--- src/rtl/multicycle_pc_sequencer.sv ---
// multicycle_pc_sequencer: main control FSM of the multicycle MIPS core.
// Sequences fetch/decode/execute/memory/writeback and counts retired instructions.
module multicycle_pc_sequencer #(
    parameter int CNT_WIDTH = 32
) (
    input  logic                 clock,
    input  logic                 reset_n,
    input  logic                 run,
    input  logic [5:0]           opcode,
    input  logic                 zero,
    input  logic                 mem_ready,
    output logic                 pc_write,
    output logic [1:0]           pc_src,
    output logic                 iord,
    output logic                 mem_read,
    output logic                 mem_write,
    output logic                 ir_write,
    output logic                 reg_write,
    output logic [1:0]           reg_dst,
    output logic [1:0]           mem_to_reg,
    output logic                 alu_src_a,
    output logic [1:0]           alu_src_b,
    output logic [1:0]           alu_op,
    output logic [3:0]           state,
    output logic                 illegal_op,
    output logic [CNT_WIDTH-1:0] retired_count
);
    typedef enum logic [3:0] {
        S_FETCH  = 4'd0,
        S_DECODE = 4'd1,
        S_MEMADR = 4'd2,
        S_MEMRD  = 4'd3,
        S_MEMWB  = 4'd4,
        S_MEMWR  = 4'd5,
        S_EXEC   = 4'd6,
        S_ALUWB  = 4'd7,
        S_BRANCH = 4'd8,
        S_JUMP   = 4'd9
    } state_t;

    state_t cur, nxt;
    logic is_r, is_addi, is_lw, is_sw, is_beq, is_bne, is_j, is_jal, retire;

    assign is_r    = opcode == 6'b000000;
    assign is_addi = opcode == 6'b001000;
    assign is_lw   = opcode == 6'b100011;
    assign is_sw   = opcode == 6'b101011;
    assign is_beq  = opcode == 6'b000100;
    assign is_bne  = opcode == 6'b000101;
    assign is_j    = opcode == 6'b000010;
    assign is_jal  = opcode == 6'b000011;

    assign retire = cur == S_MEMWB || cur == S_ALUWB || cur == S_BRANCH ||
                    cur == S_JUMP || (cur == S_MEMWR && mem_ready);

    assign state = cur;

    always_ff @(posedge clock or negedge reset_n) begin
        if (!reset_n) cur <= S_FETCH;
        else          cur <= nxt;
    end

    always_ff @(posedge clock or negedge reset_n) begin
        if (!reset_n)    retired_count <= '0;
        else if (retire) retired_count <= retired_count + 1'b1;
    end

    always_comb begin
        nxt = S_FETCH;
        case (cur)
            S_FETCH:  nxt = (run && mem_ready) ? S_DECODE : S_FETCH;
            S_DECODE: nxt = (is_lw || is_sw)    ? S_MEMADR :
                            (is_r || is_addi)   ? S_EXEC   :
                            (is_beq || is_bne)  ? S_BRANCH :
                            (is_j || is_jal)    ? S_JUMP   : S_FETCH;
            S_MEMADR: nxt = is_lw ? S_MEMRD : is_sw ? S_MEMWR : S_FETCH;
            S_MEMRD:  nxt = mem_ready ? S_MEMWB : S_MEMRD;
            S_MEMWR:  nxt = mem_ready ? S_FETCH : S_MEMWR;
            S_EXEC:   nxt = S_ALUWB;
            default:  nxt = S_FETCH;
        endcase
    end

    // Everything is forced low while reset_n is asserted, even though state already reads S_FETCH.
    always_comb begin
        pc_write   = 1'b0;
        pc_src     = 2'b00;
        iord       = 1'b0;
        mem_read   = 1'b0;
        mem_write  = 1'b0;
        ir_write   = 1'b0;
        reg_write  = 1'b0;
        reg_dst    = 2'b00;
        mem_to_reg = 2'b00;
        alu_src_a  = 1'b0;
        alu_src_b  = 2'b00;
        alu_op     = 2'b00;
        illegal_op = 1'b0;
        if (reset_n) begin
            case (cur)
                S_FETCH: begin
                    mem_read  = run;
                    alu_src_b = run ? 2'b01 : 2'b00;
                    ir_write  = run && mem_ready;
                    pc_write  = run && mem_ready;
                end
                S_DECODE: begin
                    alu_src_b  = 2'b11;
                    illegal_op = !(is_r || is_addi || is_lw || is_sw ||
                                   is_beq || is_bne || is_j || is_jal);
                end
                S_MEMADR: begin
                    alu_src_a = 1'b1;
                    alu_src_b = 2'b10;
                end
                S_MEMRD: begin
                    mem_read = 1'b1;
                    iord     = 1'b1;
                end
                S_MEMWB: begin
                    reg_write  = 1'b1;
                    mem_to_reg = 2'b01;
                end
                S_MEMWR: begin
                    mem_write = 1'b1;
                    iord      = 1'b1;
                end
                S_EXEC: begin
                    alu_src_a = 1'b1;
                    alu_src_b = is_r ? 2'b00 : 2'b10;
                    alu_op    = is_r ? 2'b10 : 2'b00;
                end
                S_ALUWB: begin
                    reg_write = 1'b1;
                    reg_dst   = is_r ? 2'b01 : 2'b00;
                end
                S_BRANCH: begin
                    alu_src_a = 1'b1;
                    alu_op    = 2'b01;
                    pc_src    = 2'b01;
                    pc_write  = (is_beq && zero) || (is_bne && !zero);
                end
                S_JUMP: begin
                    pc_write   = 1'b1;
                    pc_src     = 2'b10;
                    reg_write  = is_jal;
                    reg_dst    = is_jal ? 2'b10 : 2'b00;
                    mem_to_reg = is_jal ? 2'b10 : 2'b00;
                end
                default: ;
            endcase
        end
    end
endmodule

--- config.mk ---
export PLATFORM = sky130hd
export DESIGN_NAME = multicycle_pc_sequencer
export DESIGN_NICKNAME = d
export VERILOG_FILES = /design/src/rtl/multicycle_pc_sequencer.sv
export SDC_FILE = /design/constraint.sdc
export NUM_CORES = 1
export LEC_CHECK = 0
export ABC_AREA = 1
export CAP_MARGIN = 20
export CORE_ASPECT_RATIO = 0.5
export CORE_MARGIN = 2
export CORE_UTILIZATION = 35
export DETAILED_ROUTE_END_ITERATION = 12
export SYNTH_ARGS = -nofsm -noshare
export SYNTH_HDL_FRONTEND = slang
export SYNTH_SLANG_ARGS = --single-unit
--- constraint.sdc ---
create_clock -name clock -period 2.7 [get_ports clock]
set_clock_uncertainty 0.1 [all_clocks]
set_input_delay 0.54 -clock clock [delete_from_list [all_inputs] [get_ports clock]]
set_output_delay 0.54 -clock clock [all_outputs]
set_load 0.02 [all_outputs]
==> Word level (Yosys, flattened, before mapping) <==
Cells that the tools add are included.
{ "word_totals": {"output_inout_bits": 54, "inputBits": 11, "regBits": 36, "elab_cells": 86} }
{ "classes": {"n_eq_ne": 16, "add_sub_neg": 1, "muxes": 41, "n_reduce_logical": 26} }
{ "ops": {"columns": ["cell", "count"], "rows": [
  ["$add A32 B1 Y32 const B", 1],
  ["$pmux W4 S6", 1],
  ["$eq A4 B3 Y1 const B", 4],
  ["$mux W1", 16],
  ["$mux W2", 8],
  ["$mux W4", 4],
  ["$pmux W2 S2", 4],
  ["$logic_or A1 B1 Y1", 15],
  ["$eq A6 B2 Y1 const B", 2],
  ["$eq A6 B3 Y1 const B", 2],
  ["$eq A6 B6 Y1 const B", 2],
  ["$mux W3", 4],
  ["$eq A4 B2 Y1 const B", 2],
  ["$eq A4 B4 Y1 const B", 2],
  ["$pmux W2 S4", 1],
  ["$eq A6 B4 Y1 const B", 1],
  ["$logic_not A6 Y1", 1],
  ["$eq A4 B1 Y1 const B", 1],
  ["$logic_and A1 B1 Y1", 4],
  ["$logic_not A4 Y1", 1],
  ["$pmux W1 S2", 2],
  ["$reduce_or A2 Y1", 2],
  ["$pmux W1 S3", 1],
  ["$reduce_or A3 Y1", 1],
  ["$logic_not A1 Y1", 2]
]} }

==> Longest topological paths before layout <==
Gate-level depths: netlist (run 1).
{ "depth": {"ltp_word": 11, "depth_mapped": 10, "mapped_depth_nobuf": 10} }

==> Least setup slack after synthesis (run 1) <==
Ideal clock, no wire load.
{ "synth_timing": {"path_type": "reg-to-output", "start": "register cur[1], in the netlist state[1]", "end": "output reg_write", "required_ns": 2.060, "n_path_buf": 0, "path_slack_ns": 0.479, "path_stages_with_launch": 8, "t_arrival_ns": 1.581, "cell_sequence": "dfrtp_1 nor2_1 nand2_1 nor2_1 inv_1 nor2_1 nand2_1 o21ai_0"} }
{ "synth_between": {"elab_chain_len": 4, "word_cells_on_any_way": 6, "classes_between": "eq/ne: 3; mux: 2; reduce/logical: 1"} }
{ "synth_rtl": {"columns": ["item", "line", "source"], "rows": [
  ["from (decl)", "41", "state_t cur, nxt;"],
  ["from (signal assigned)", "60", "else cur <= nxt;"],
  ["$eq A4 B3 Y1", "100", "case (cur)"],
  ["$reduce_or A2 Y1 (no source line)", null, null],
  ["$pmux W1 S2 *", "100", null],
  ["$mux W1 *", "99", "if (reset_n) begin"],
  ["to (decl)", "18", "output logic reg_write,"]
]} }
Every way passes the cells marked *; elsewhere a longest branch is shown, timed or not.

==> Worst setup path in the final report (run 1) <==
{ "layout_timing": {"start": "input opcode[3]", "end": "output alu_src_b[1]"} }
{ "layout_between": {"elab_chain_len": 4} }
{ "layout_rtl": {"columns": ["item", "line", "source"], "rows": [
  ["from (decl)", "9", "input logic [5:0] opcode,"],
  ["$logic_not A6 Y1", "44", "assign is_r = opcode == 6'b000000;"],
  ["$mux W2", "130", "alu_src_b = is_r ? 2'b00 : 2'b10;"],
  ["$pmux W2 S4", "100", null],
  ["$mux W2", "99", null],
  ["to (decl)", "22", "output logic [1:0] alu_src_b,"]
]} }
Every way passes these cells.

==> impl_results.md, run 1 <==
- Post-synthesis cell count: 396
- Setup Viol. Count Final: 0
- Post-Synthesis Cell Area: 2560 sq um
- Switching Power: 0.407 mW
- Vias/cell: 4.64
- Leading cell types in the layout, fill and taps excluded: sky130_fd_sc_hd__nand2_1, sky130_fd_sc_hd__nor2_1, sky130_fd_sc_hd__inv_1
- Count of distinct cell types in the synthesized netlist: 29
- Static Leak: 1.61 nW
- Number of H-tree levels: 2
- Pin count of the biggest net entering global routing: 38
- Fraction of the yosys area taken by sequential cells: 35.2%
- Number of routed nets with antenna violations: 0
- First-pass GRT wire length: 12100 microns
- Cell-internal power: 1.03 mW
- Residual DRC: 0
- Most frequent standard cell in the layout excluding fill and tap cells: sky130_fd_sc_hd__nand2_1
- Die ar.: 8060 sq um
- Main synth FF type: sky130_fd_sc_hd__dfrtp_1
- Total CTS buffers: 5
- Row cnt: 21
- Syn Nets: 408
- Number of clock sinks: 36
- Global-route track usage on met1: 25.1%
- Total number of vias: 2647
- Power, Total: 1.44 mW
- Min Tclk post-route: 2.60 ns
- Count of max-cap constraint violations: 0
- Required time of the worst setup path: 2.06 ns
- Initial antenna violation count: 0
- Half-perimeter wire length after detailed placement: 5310 microns
- Share of power burned in registers: 42.7%
- Drt wl/cell: 12.1 microns
- CP max FO: 4
- Dominant cell type by count on the critical path: sky130_fd_sc_hd__a21oi_1
- Startpoint type of the worst setup path: primary input
- FF+latch count, synth: 36
- Post-route worst hold slack: 0.276 ns
- RSZ-0062 raised after global routing: false
- Die X: 125 microns
- DRC violation total after the first TritonRoute iteration: 161
- Met2 usage in global routing: 30.8%
- Share of the clock period used by the worst path after layout: 96.2%
- Avg Synthesized Cell Area: 6.46 sq um
- Filler cell count in the final layout: 699
- Post-layout nets: 491
- Slowest stage cell on the critical path: sky130_fd_sc_hd__clkdlybuf4s50_1
- Starting density of the core: 37.2%
- Chip height: 64.5 microns
- Synthesis-to-layout area growth: 38.0%
- Count of TritonRoute iterations in the first routing pass: 4
- Timing-limited maximum frequency: 385 MHz
- Critical path class: in -> out
- Final Max Tran Viols: 0
- Clock insertion delay at the later pin of the skew report: 0.28 ns
- Slowest Stage Delay on Critical Path: 0.46 ns
- Number of diodes added for antenna fixing: 0
- Number of synthesized flops with an enable pin: 0
- Peak VDD IR: 221 uV
- Combinational share of power: 19.4%
- Cells after DPL: 564
- Multi-input logic area: 1420 sq um
- Finished Layout Cells: 571
- GPL Wtd Cong: 0.839
- Placeable Area: 6880 sq um
- Asr flop ratio synth: 100%
- Critical path capture point type: primary output
- TritonCTS clock tree: yes
- Root buffer cell: sky130_fd_sc_hd__clkbuf_16
- Switching part of the total power: 28.3%
- Global route overflow: 0
- Met3 track utilization from global routing: 4.54%
- Vias in the first global route: 2563
- Part of the total power dissipated in the clock network: 37.9%
- Type of the tightest min-delay check: in -> async
- Number of top-level pins: 65
- Yosys warning total: 0
- Final hold violation count: 0
- Maximum clock insertion buffer count: 2
- Ratio of total power to cell area: 407 nW/um^2
- Layout cells sized above 1: 11.7%
- Layer carrying the most global-route usage: met2
- Clock slew seen by the registers of the worst setup and hold paths: 0.05 ns
- Slew @ Worst Pin: 0.483 ns
- Slew margin rel.: 67.8%
- Number of buffers added on ports: 64
- Data arrival time at the worst-slack endpoint: 1.96 ns
- List of cells traversed by the critical path: clkdlybuf4s50_1 -> nor2_2 -> buf_4 -> nand3_1 -> a21oi_1 -> a21oi_1 -> dlygate4sd2_1
- Number of buffers added for setup after CTS: 0
- Storage element area: 903 sq um
- Run status: complete, no violations
- Total Wirelength: 6890 microns
- GRT Resource Usage Total: 18.7%
-- logic make-up after synthesis --
group	synth area share (%)
and+or+nand+nor	45.4
DFF	35.2
buffers and inverters	9.87
xor gates and xnor gates	4.79
adders and majority gates	0.489
AOI/OAI and AO/OA	4.30
-- worst max-delay path, delay by kind of cell --
| family | cells | cell delay [ns] |
|---|---|---|
| AO/OA/AOI/OAI | 2 | 0.21 |
| buffers and inverters | 3 | 0.94 |
| AND/OR/NAND/NOR | 2 | 0.27 |
-- per-layer routing --
layer,wire [microns],vias to the layer above
met3,396,8
met5,0,-
li1,-,1392
met2,2990,68
met4,86,0
met1,3420,1179
-- layout make-up --
type | count | area share (%)
Timing Repair Buffer | 81 | 21.5
Multi-Input combinational cell | 301 | 40.1
Tap cell | 92 | 3.26
Clock inverter | 1 | 0.142
Inverter | 54 | 5.74
Sequential cell | 36 | 25.6
Clock buffer | 6 | 3.65
-- power by group through the flow --
stage / Clock (mW) / Sequential, mW / Combinational [mW]
floorplan: 0 / 0.654 / 0.105
global placement: 0 / 0.626 / 0.283
detailed placement: 0 / 0.625 / 0.283
CTS: 0.559 / 0.616 / 0.282
global route: 0.582 / 0.622 / 0.306
finish: 0.544 / 0.615 / 0.279
-- per-stage QoR --
step / setup TNS [ns] / instance area (sq um) / util [%] / setup slack [ns]
final: 0 / 3530 / 51.3 / 0.102
after global routing: 0 / 3530 / 51.3 / 0.0229
after CTS: 0 / 3520 / 51.2 / 0.00918
after detailed placement: -1.65 / 3400 / 49.4 / -0.247
after global placement: -1.56 / 3400 / 49.4 / -0.243
after floorplan: 0 / 2560 / - / 0.479
-- path summary, 6_finish.rpt --
path	from	cells after the start	endpoint	slack (ns)
worst max-delay path	opcode[3]	7	alu_src_b[1]	0.10
worst min-delay path	reset_n	2	retired_count[1]	0.28
worst max register to register	retired_count[0]	10	retired_count[26]	0.95
worst min register to register	retired_count[31]	2	retired_count[31]	0.39
max in group asynchronous	reset_n	2	state[0]	1.87
min in group clock	retired_count[31]	2	retired_count[31]	0.39
-- synth_stat cells (2+ instances only) --
master | n | share of area, %
sky130_fd_sc_hd__nand4_1 | 12 | 2.9
sky130_fd_sc_hd__inv_1 | 53 | 7.8
sky130_fd_sc_hd__nand2_2 | 12 | 2.9
sky130_fd_sc_hd__nor2_4 | 2 | 0.88
sky130_fd_sc_hd__nor3_1 | 6 | 1.2
sky130_fd_sc_hd__nand3_1 | 25 | 4.9
sky130_fd_sc_hd__dfrtp_1 | 36 | 35
sky130_fd_sc_hd__a21oi_1 | 8 | 1.6
sky130_fd_sc_hd__buf_4 | 2 | 0.59
sky130_fd_sc_hd__xor2_1 | 4 | 1.4
sky130_fd_sc_hd__nor2_2 | 5 | 1.2
sky130_fd_sc_hd__nand2_1 | 134 | 20
sky130_fd_sc_hd__o21ai_0 | 7 | 1.4
sky130_fd_sc_hd__o21ai_1 | 2 | 0.39
sky130_fd_sc_hd__nand3b_1 | 2 | 0.59
sky130_fd_sc_hd__xnor2_1 | 10 | 3.4
sky130_fd_sc_hd__nor2_1 | 64 | 9.4
-- registers in the layout, indices dropped and copies added, names as in the netlist --
name	cells
state	4
retired_count	32
-- what timing repair did --
item                                   4_1_cts  5_1_grt
gates cloned                                 0        0
setup endpoints to repair                   10       11
endpoints found under the hold margin        0        0
hold buffers                                 0        0
resized for setup                           11       20
No activity file was read; power rests on OpenSTA's default activity.
==> inputs of run 2 (changes only) <==
==> constraint.sdc (replaced) <==
create_clock -name clock -period 3.3 [get_ports clock]
set_clock_uncertainty 0.1 [all_clocks]
set_input_delay 0.66 -clock clock [delete_from_list [all_inputs] [get_ports clock]]
set_output_delay 0.66 -clock clock [all_outputs]
set_load 0.02 [all_outputs]
==> impl_results.md, run 2 (same netlist as run 1, synthesis figures left out) <==
- Number of buffers added on ports: 64 (unchanged)
- Multi-input logic area: 1410 sq um (-0.53%)
- Initial antenna violation count: 0 (unchanged)
- Slowest stage cell on the critical path: sky130_fd_sc_hd__clkdlybuf4s50_1
- Die ar.: 8060 sq um (unchanged)
- GRT Resource Usage Total: 18.4% (-0.26 points)
- Part of the total power dissipated in the clock network: 38.0% (about the same)
- Layout cells sized above 1: 7.71% (-4.0 points)
- Length in cells of the worst reg-to-reg path: 7 (-3)
- Number of routed nets with antenna violations: 0 (unchanged)
- Slowest Stage Delay on Critical Path: 0.62 ns (+0.16 ns)
- Cell-internal power: 0.837 mW (-19%)
- RSZ-0062 raised after global routing: false
- Count of TritonRoute iterations in the first routing pass: 4 (unchanged)
- Chip height: 64.5 microns (unchanged)
- Vias in the first global route: 2496 (-2.6%)
- Most frequent standard cell in the layout excluding fill and tap cells: sky130_fd_sc_hd__nand2_1
- Starting density of the core: 37.2% (unchanged)
- Peak VDD IR: 193 uV (-13%)
- Startpoint type of the worst setup path: primary input
- Setup Viol. Count Final: 0 (unchanged)
- Die X: 125 microns (unchanged)
- Number of clock sinks: 36 (unchanged)
- List of cells traversed by the critical path: clkdlybuf4s50_1 -> nor2_2 -> nand3_1 -> nor3_1 -> nand2_1 -> o21ai_0 -> clkdlybuf4s50_1
- Required time of the worst setup path: 2.54 ns (+0.48 ns)
- Number of buffers added for setup after CTS: 0 (unchanged)
- Slack of the worst reg-to-reg path: 1.38 ns (+0.43 ns)
- Static Leak: 1.47 nW (-8.7%)
- Most flop-heavy register: retired_count
- Synthesis-to-layout area growth: 34.4%
- Root buffer cell: sky130_fd_sc_hd__clkbuf_16
- Pin count of the biggest net entering global routing: 28 (-26%)
- Final Max Tran Viols: 0 (unchanged)
- Vias/cell: 4.67 (+0.76%)
- GPL Wtd Cong: 0.878 (+4.6%)
- Residual DRC: 0 (unchanged)
- Critical path class: in -> out
- Flip-flop count of the largest register, all copies and words added: 32 (unchanged)
- Count of max-cap constraint violations: 0 (unchanged)
- Data arrival time at the worst-slack endpoint: 2.41 ns (+0.45 ns)
- Placeable Area: 6880 sq um (unchanged)
- Worst R2R End: retired_count[2]
- Slew @ Worst Pin: 0.362 ns (-0.121 ns)
- Storage element area: 901 sq um (-0.28%)
- Timing-limited maximum frequency: 316 MHz
- Run status: complete, no violations
- Number of H-tree levels: 2 (unchanged)
- Number of top-level pins: 65 (unchanged)
- Clock slew seen by the registers of the worst setup and hold paths: 0.05 ns (about the same)
- Number of diodes added for antenna fixing: 0 (unchanged)
- Placed inst area: 3300 sq um (-3.0%)
- Leading cell types in the layout, fill and taps excluded: sky130_fd_sc_hd__nand2_1, sky130_fd_sc_hd__nor2_1, sky130_fd_sc_hd__clkdlybuf4s50_1
- DRC violation total after the first TritonRoute iteration: 141 (-12%)
- Clock insertion delay at the later pin of the skew report: 0.28 ns (about the same)
- Share of the clock period used by the worst path after layout: 96.0%
- TritonCTS clock tree: yes
- Combinational share of power: 18.9% (-0.5 points)
- CP max FO: 5 (+1)
- Min Tclk post-route: 3.17 ns
- Total number of vias: 2611 (-1.4%)
- Total CTS buffers: 5 (unchanged)
- Half-perimeter wire length after detailed placement: 5340 microns (+0.61%)
- Area of all placed cells without fillers: 3440 sq um (-2.6%)
- Dominant cell type by count on the critical path: sky130_fd_sc_hd__clkdlybuf4s50_1
- Post-layout nets: 479 (-2.4%)
- Slew margin rel.: 75.8% (+8.0 points)
- Maximum clock insertion buffer count: 2 (unchanged)
- Switching part of the total power: 28.7% (+0.42 points)
- Setup TNS after final layout: 0 ns (unchanged)
- Final hold violation count: 0 (unchanged)
- Critical path capture point type: primary output
- Type of the tightest min-delay check: in -> async
- Reg-to-reg critical path startpoint: state[0]
- Ratio of total power to cell area: 341 nW/um^2 (-16%)
- Global route overflow: 0 (unchanged)
- Switching Power: 0.337 mW (-17%)
- Filler cell count in the final layout: 730 (+4.4%)
- Total Wirelength: 6890 microns (about the same)
- First-pass GRT wire length: 11900 microns (-1.8%)
- Row cnt: 21 (unchanged)
- Share of power burned in registers: 43.0% (+0.3 points)
- Drt wl/cell: 12.3 microns (+2.1%)
[run 2: changes by cell type in the layout (fill, tap and decap cells not counted), moves of 3 or more]
cell / change
sky130_fd_sc_hd__clkdlybuf4s50_1: +13
sky130_fd_sc_hd__dlygate4sd2_1: -6
sky130_fd_sc_hd__clkbuf_2: -4
sky130_fd_sc_hd__buf_4: -11
sky130_fd_sc_hd__dlymetal6s2s_1: -3
[run 2: worst max-delay path by stage]
stage / from / end / cells past startpoint
after floorplan: state[1] / reg_write / 7
final: opcode[3] / reg_write / 7
after CTS: opcode[3] / reg_write / 7
after global routing: opcode[5] / reg_dst[0] / 7
after global placement: opcode[3] / reg_write / 7
after detailed placement: opcode[3] / reg_write / 7
[run 2: through the flow]
stage / hold WS [ns] / util, % / std cells / power, mW / setup WS [ns]
global placement: 0.387 / 47.9 / 552 / 0.732 / 0.0959
global route: 0.254 / 50.0 / 559 / 1.23 / 0.00855
CTS: 0.247 / 49.9 / 559 / 1.19 / 0.0786
finish: 0.245 / 50.0 / 559 / 1.17 / 0.133
detailed placement: 0.398 / 47.9 / 552 / 0.736 / 0.0784
floorplan: 0.264 / - / 396 / 0.621 / 0.959
[run 2: repair_timing]
item                                    4_1_cts  5_1_grt
hold buffers                                  0        0
gates resized for setup                       0        3
endpoints found under the setup margin        0        3
[run 2: power by group through the flow]
stage | logic [mW] | clock network (mW) | registers, mW
global placement | 0.219 | 0 | 0.513
CTS | 0.225 | 0.456 | 0.505
finish | 0.222 | 0.446 | 0.505
detailed placement | 0.223 | 0 | 0.513
global route | 0.241 | 0.483 | 0.509
floorplan | 0.0860 | 0 | 0.535
[run 2: metal layers]
metal  share of wire (%)  track usage, %
met2                  43            30.1
met1                  50            25.2
met5                   0               0
met4                0.80            3.75
met3                 6.4            4.38
[run 2: area by class of cell]
cell class              count  area share (%)
multi-input cells         301            41.0
inverters                  54            5.89
clock inverters             1           0.146
well taps                  92            3.35
flip-flops and latches     36            26.2
clock buffers               6            3.75
repair buffers             69            19.7
[run 2: critical path, delay by kind of cell]
family                 cells  cell delay (ns)
AOI/OAI and AO/OA          1             0.08
and+or+nand+nor            4             0.58
buffers and inverters      2             1.09
